## src/rtl/lcd_spi_fifo_tx.sv

```systemverilog
// FIFO-buffered SPI transmitter for the LCD panel: queues byte/word writes and
// serialises them MSB-first with DCX, CSX, SDO and a divided SCK.
module lcd_spi_fifo_tx #(
  parameter int unsigned CLK_DIV    = 2,
  parameter int unsigned FIFO_DEPTH = 4,
  parameter bit          CPOL       = 1'b0
) (
  input  logic        clk,
  input  logic        reset,
  input  logic        load,
  input  logic        load16,
  input  logic [15:0] in,
  output logic [15:0] out,
  output logic        DCX,
  output logic        CSX,
  output logic        SDO,
  output logic        SCK
);

  localparam int unsigned PTR_W = (FIFO_DEPTH > 1) ? $clog2(FIFO_DEPTH) : 1;
  localparam int unsigned DIV_W = (CLK_DIV > 1) ? $clog2(CLK_DIV) : 1;
  localparam int unsigned ENT_W = 18;

  typedef enum logic [2:0] {IDLE, LO, HI, HOLD, GAP} state_t;

  state_t           state, state_n;
  logic [ENT_W-1:0] mem [FIFO_DEPTH];
  logic [PTR_W-1:0] wr_ptr, rd_ptr;
  logic [3:0]       count;
  logic             overflow;
  logic [DIV_W-1:0] div, div_n;
  logic [3:0]       bitcnt, bitcnt_n;
  logic [15:0]      shreg, shreg_n;
  logic             dcx_n, csx_n, sdo_n, sck_n;
  logic             push, full, push_ok, pop, div_done;
  logic [ENT_W-1:0] wr_entry, head;

  function automatic logic [PTR_W-1:0] ptr_inc(input logic [PTR_W-1:0] p);
    return (p == PTR_W'(FIFO_DEPTH - 1)) ? '0 : p + PTR_W'(1);
  endfunction

  // Entry layout {dcx, is16, data}; a byte write takes priority over a word write.
  assign push     = load | load16;
  assign full     = (count == 4'(FIFO_DEPTH));
  assign push_ok  = push & ~full;
  assign wr_entry = load ? {in[9], 1'b0, 8'h00, in[7:0]} : {1'b1, 1'b1, in};
  assign head     = mem[rd_ptr];
  assign pop      = (state == IDLE) && (count != 4'd0);
  assign div_done = (div == DIV_W'(CLK_DIV - 1));
  assign out      = {(state != IDLE) || (count != 4'd0), full, overflow, 9'd0, count};

  always_ff @(posedge clk) begin
    if (push_ok) mem[wr_ptr] <= wr_entry;
  end

  // Full is judged before the same-cycle pop, so a push while full is always dropped.
  always_ff @(posedge clk or posedge reset) begin
    if (reset) begin
      wr_ptr   <= '0;
      rd_ptr   <= '0;
      count    <= 4'd0;
      overflow <= 1'b0;
    end else begin
      if (push_ok) wr_ptr <= ptr_inc(wr_ptr);
      if (pop) rd_ptr <= ptr_inc(rd_ptr);
      if (push && full) overflow <= 1'b1;
      if (push_ok && !pop) count <= count + 4'd1;
      else if (!push_ok && pop) count <= count - 4'd1;
    end
  end

  always_ff @(posedge clk or posedge reset) begin
    if (reset) begin
      state  <= IDLE;
      div    <= '0;
      bitcnt <= 4'd0;
      shreg  <= 16'd0;
      DCX    <= 1'b0;
      CSX    <= 1'b1;
      SDO    <= 1'b0;
      SCK    <= CPOL;
    end else begin
      state  <= state_n;
      div    <= div_n;
      bitcnt <= bitcnt_n;
      shreg  <= shreg_n;
      DCX    <= dcx_n;
      CSX    <= csx_n;
      SDO    <= sdo_n;
      SCK    <= sck_n;
    end
  end

  // SDO only moves together with SCK falling, keeping it stable across rising edges.
  always_comb begin
    state_n  = state;
    div_n    = div;
    bitcnt_n = bitcnt;
    shreg_n  = shreg;
    dcx_n    = DCX;
    csx_n    = CSX;
    sdo_n    = SDO;
    sck_n    = SCK;
    case (state)
      IDLE: begin
        if (pop) begin
          shreg_n  = head[16] ? head[15:0] : {head[7:0], 8'h00};
          bitcnt_n = head[16] ? 4'd15 : 4'd7;
          dcx_n    = head[17];
          sdo_n    = shreg_n[15];
          csx_n    = 1'b0;
          sck_n    = 1'b0;
          div_n    = '0;
          state_n  = LO;
        end
      end
      LO: begin
        if (div_done) begin
          div_n   = '0;
          sck_n   = 1'b1;
          state_n = HI;
        end else begin
          div_n = div + DIV_W'(1);
        end
      end
      HI: begin
        if (div_done) begin
          div_n = '0;
          if (bitcnt != 4'd0) begin
            sck_n    = 1'b0;
            sdo_n    = shreg[14];
            shreg_n  = {shreg[14:0], 1'b0};
            bitcnt_n = bitcnt - 4'd1;
            state_n  = LO;
          end else begin
            sck_n   = CPOL;
            state_n = HOLD;
          end
        end else begin
          div_n = div + DIV_W'(1);
        end
      end
      HOLD: begin
        if (div_done) begin
          div_n   = '0;
          csx_n   = 1'b1;
          state_n = GAP;
        end else begin
          div_n = div + DIV_W'(1);
        end
      end
      GAP: begin
        if (div_done) begin
          div_n   = '0;
          state_n = IDLE;
        end else begin
          div_n = div + DIV_W'(1);
        end
      end
      default: state_n = IDLE;
    endcase
  end

endmodule

```

## config.mk

```make
export PLATFORM = sky130hd
export DESIGN_NAME = lcd_spi_fifo_tx
export DESIGN_NICKNAME = d
export VERILOG_FILES = /design/src/rtl/lcd_spi_fifo_tx.sv
export SDC_FILE = /design/constraint.sdc
export NUM_CORES = 1
export LEC_CHECK = 0
export ABC_AREA = 1
export CORE_UTILIZATION = 58
export CTS_CLUSTER_DIAMETER = 50
export DETAILED_ROUTE_END_ITERATION = 16
export PLACE_DENSITY = 0.79
export RECOVER_POWER = 50
export SKIP_LAST_GASP = 1
export SYNTH_ARGS = -nofsm -noshare
export SYNTH_HDL_FRONTEND = slang
export SYNTH_SLANG_ARGS = --single-unit
```

## constraint.sdc

```tcl
create_clock -name clk -period 3.5 [get_ports clk]
set_input_delay 0.7 -clock clk [delete_from_list [all_inputs] [get_ports clk]]
set_output_delay 0.7 -clock clk [all_outputs]
set_load 0.005 [all_outputs]
```

==> flow_summary.yaml <==
logic_synthesis:
  yosysWarnings: 0
  synth_area_um2: 5240
  yosysSeqAreaShare_pct: 58.4
  synth_area_per_cell_um2: 8.86
  synth_ff_type: "edfxtp_1"
  synthArstFlopShare_pct: 33.3
  synth_cell_types: 31
  synth_cells: 592
  synth-seq-cells: 108
  synth_edf_count: 72
timing:
  clock-skew-final_ns: 0.0124
  grt_setup_unrepaired: "no"
  max-slew-margin-rel_pct: -31.1
  worst_pin_slew_ns: 1.97
  whs_ns: 0.480
  setup-violations-final: 0
  finalMaxSlewViolations: 76
  finalHoldViolations: 0
  min_period_over_period_pct: 77.4
  tns_ns: 0
  fmax_ghz: 0.369
  timing.final.crit_period_ns: 2.71
power_and_ir_drop:
  p_per_area_nw_per_um2: 895
  vdd_ir_drop_max_uv: 381
  power.leakage_nw: 2.82
grt:
  grt_start_max_net_pins: 39
  grt_pass1_vias: 3625
  grt_antenna_before_repair: 0
  grt_pass1_wl_um: 16900
  grt_overflow: 0
  gr-usage-all-layers_pct: 22.7
cells_and_area:
  layoutNonFillerInstCount: 732
  drive_gt1_share_pct: 6.09
  nets: 650
  layout_common_cells: "nand2_1 (200), inv_1 (98), edfxtp_1 (72)"
  final_common_cell: "nand2_1"
  area_growth_pct: 9.95
  post-route-util_pct: 66.1
  fin_area_um2: 5770
  antenna_cells: 0
  n_fill_cell: 684
worst_hold_path:
  hold_start: "overflow"
  hold_depth: 2
  min_to: "overflow"
  hp-class: "register to register"
critical_path:
  r2r-end: "shreg[12]"
  r2r_slack_ns: 0.79
  crit_path_max_fanout: 38
  worstPathArrival_ns: 3.02
  reg2reg_depth: 9
  required_ns: 3.81
  cp-start-kind: "register"
  regToRegStartpoint: "rd_ptr[0]"
  crit_type: "register to register"
  critPathCaptureType: "register"
detailed_routing:
  wl_met1_um: 4150
  dr.max_layer_used: "met4"
  wl_met2_um: 5100
  drt_iter0_markers: 237
  wl_um: 10000
  vias_per_cell: 5.12
  wl_met3_um: 523
  routedWlPerCell_um: 13.7
  drc: 0
  num_vias: 3747
  drtAntennaViolNets: 0
  dr.pass1.iters: 5
clock_network:
  cts_tree: "built"
  cts_root_buffer: "clkbuf_8"
  post_cts_buffers: 0
  numCtsBuffers: 9
  postCtsHoldBufs: 0
  cts_resized: 0
  cts_sinks: 108
  clk_pin_slew_ns: 0.11
  htreeDepth: 3
  clock_latency_ns: 0.37
  clockBufferDepth: 2
floorplan:
  die_w_um: 97.1
  initial_core_util_pct: 60.1
  dieArea_um2: 9430
  core_um2: 8720
  boundaryPins: 40
  num_rows: 34
  die_y_um: 97.1
placed_design:
  postPlaceCellArea_um2: 5580
  routabilityCongestion: 0.808
  portBuffers: 30
  place_inst: 716
  hpwl_um: 6550
outcome:
  status: "finished with violations"
  violations: "capacitance limit, slew limit"
run:
  maxCapViolCount: 2
[metrics by stage]
step / total power [mW] / worst slack [ns]
final: 5.16 / 0.790
after global routing: 5.60 / 0.443
after CTS: 5.20 / 0.892
after detailed placement: 4.44 / 0.546
after global placement: 4.30 / 0.728
after floorplan: 3.82 / 1.22
[registers in the layout, indices dropped and copies added (netlist names)]
name,count
div,1
bitcnt,4
CSX,1
overflow,1
state,3
rd_ptr,2
count,4
SDO,1
mem,72
SCK,1
wr_ptr,2
DCX,1
shreg,15
[metal layers]
layer | vias to the layer above | track usage [%]
li1 | 1866 | -
met5 | - | 0
met1 | 1741 | 29.3
met2 | 113 | 38.2
met3 | 27 | 4.03
met4 | 0 | 9.18
[cells in the mapped netlist (2+ instances only)]
master | n | area share [%]
nand2_1 | 200 | 14
inv_1 | 98 | 7.0
edfxtp_1 | 72 | 41
nand3_1 | 58 | 5.5
nor2_1 | 41 | 2.9
dfrtp_1 | 35 | 17
buf_4 | 15 | 2.1
o21ai_0 | 13 | 1.2
ha_1 | 10 | 2.4
buf_2 | 9 | 0.86
nor2_2 | 8 | 0.95
clkbuf_1 | 5 | 0.36
inv_2 | 3 | 0.21
o21ai_1 | 3 | 0.29
a31oi_1 | 2 | 0.24
nand2_2 | 2 | 0.24
nor2_4 | 2 | 0.43
xnor2_1 | 2 | 0.33
xor2_1 | 2 | 0.33
[kinds of logic after synthesis]
logic type	count (synthesis)	synth area share [%]
AND/OR/NAND/NOR	314	24.9
buffers and inverters	132	10.9
flip-flops	108	58.4
AO/OA/AOI/OAI	22	2.31
adder cells (fa/ha/maj)	11	2.77
XOR/XNOR	4	0.668
other	1	0.0715
[worst max path at each step]
| stage | slack [ns] | to | from | depth (start not counted) |
|---|---|---|---|---|
| 3_3_place_gp | 0.73 | count[3] | load | 11 |
| 3_5_place_dp | 0.55 | count[3] | load | 11 |
| 5_1_grt | 0.44 | shreg[4] | reset | 3 |
| 4_1_cts | 0.89 | out[14] | count[0] | 4 |
| 2_1_floorplan | 1.22 | mem[0][0] | load | 4 |
| 6_report | 0.79 | shreg[12] | rd_ptr[0] | 9 |
[where the power goes]
part | switching [mW] | leakage (nW) | internal [mW]
logic | 1.58 | 1.60 | 0.791
clock network | 0.466 | 0.0985 | 0.284
registers | 0.201 | 1.11 | 1.84
total | 2.25 | 2.82 | 2.91
[critical path, stage by stage (launching register included)]
cell and delay, ns:
dfrtp_1 0.37, clkbuf_1 1.25, nand2_1 0.21, nand2_1 0.15, nand2_1 0.07, nand2_2 0.26
nand2_1 0.12, nand3_1 0.09, nand2_1 0.07, nand2_1 0.06
[final cells by class]
| cell class | instances | area, um^2 | area share [%] |
|---|---|---|---|
| inverters | 102 | 383 | 6.64 |
| repair buffers | 38 | 349 | 6.05 |
| well taps | 108 | 135 | 2.34 |
| clock inverters | 7 | 75.1 | 1.30 |
| clock buffers | 9 | 124 | 2.15 |
| flip-flops and latches | 108 | 3060 | 53.1 |
| multi-input cells | 360 | 1640 | 28.4 |
(Power assumes the default switching activity.)
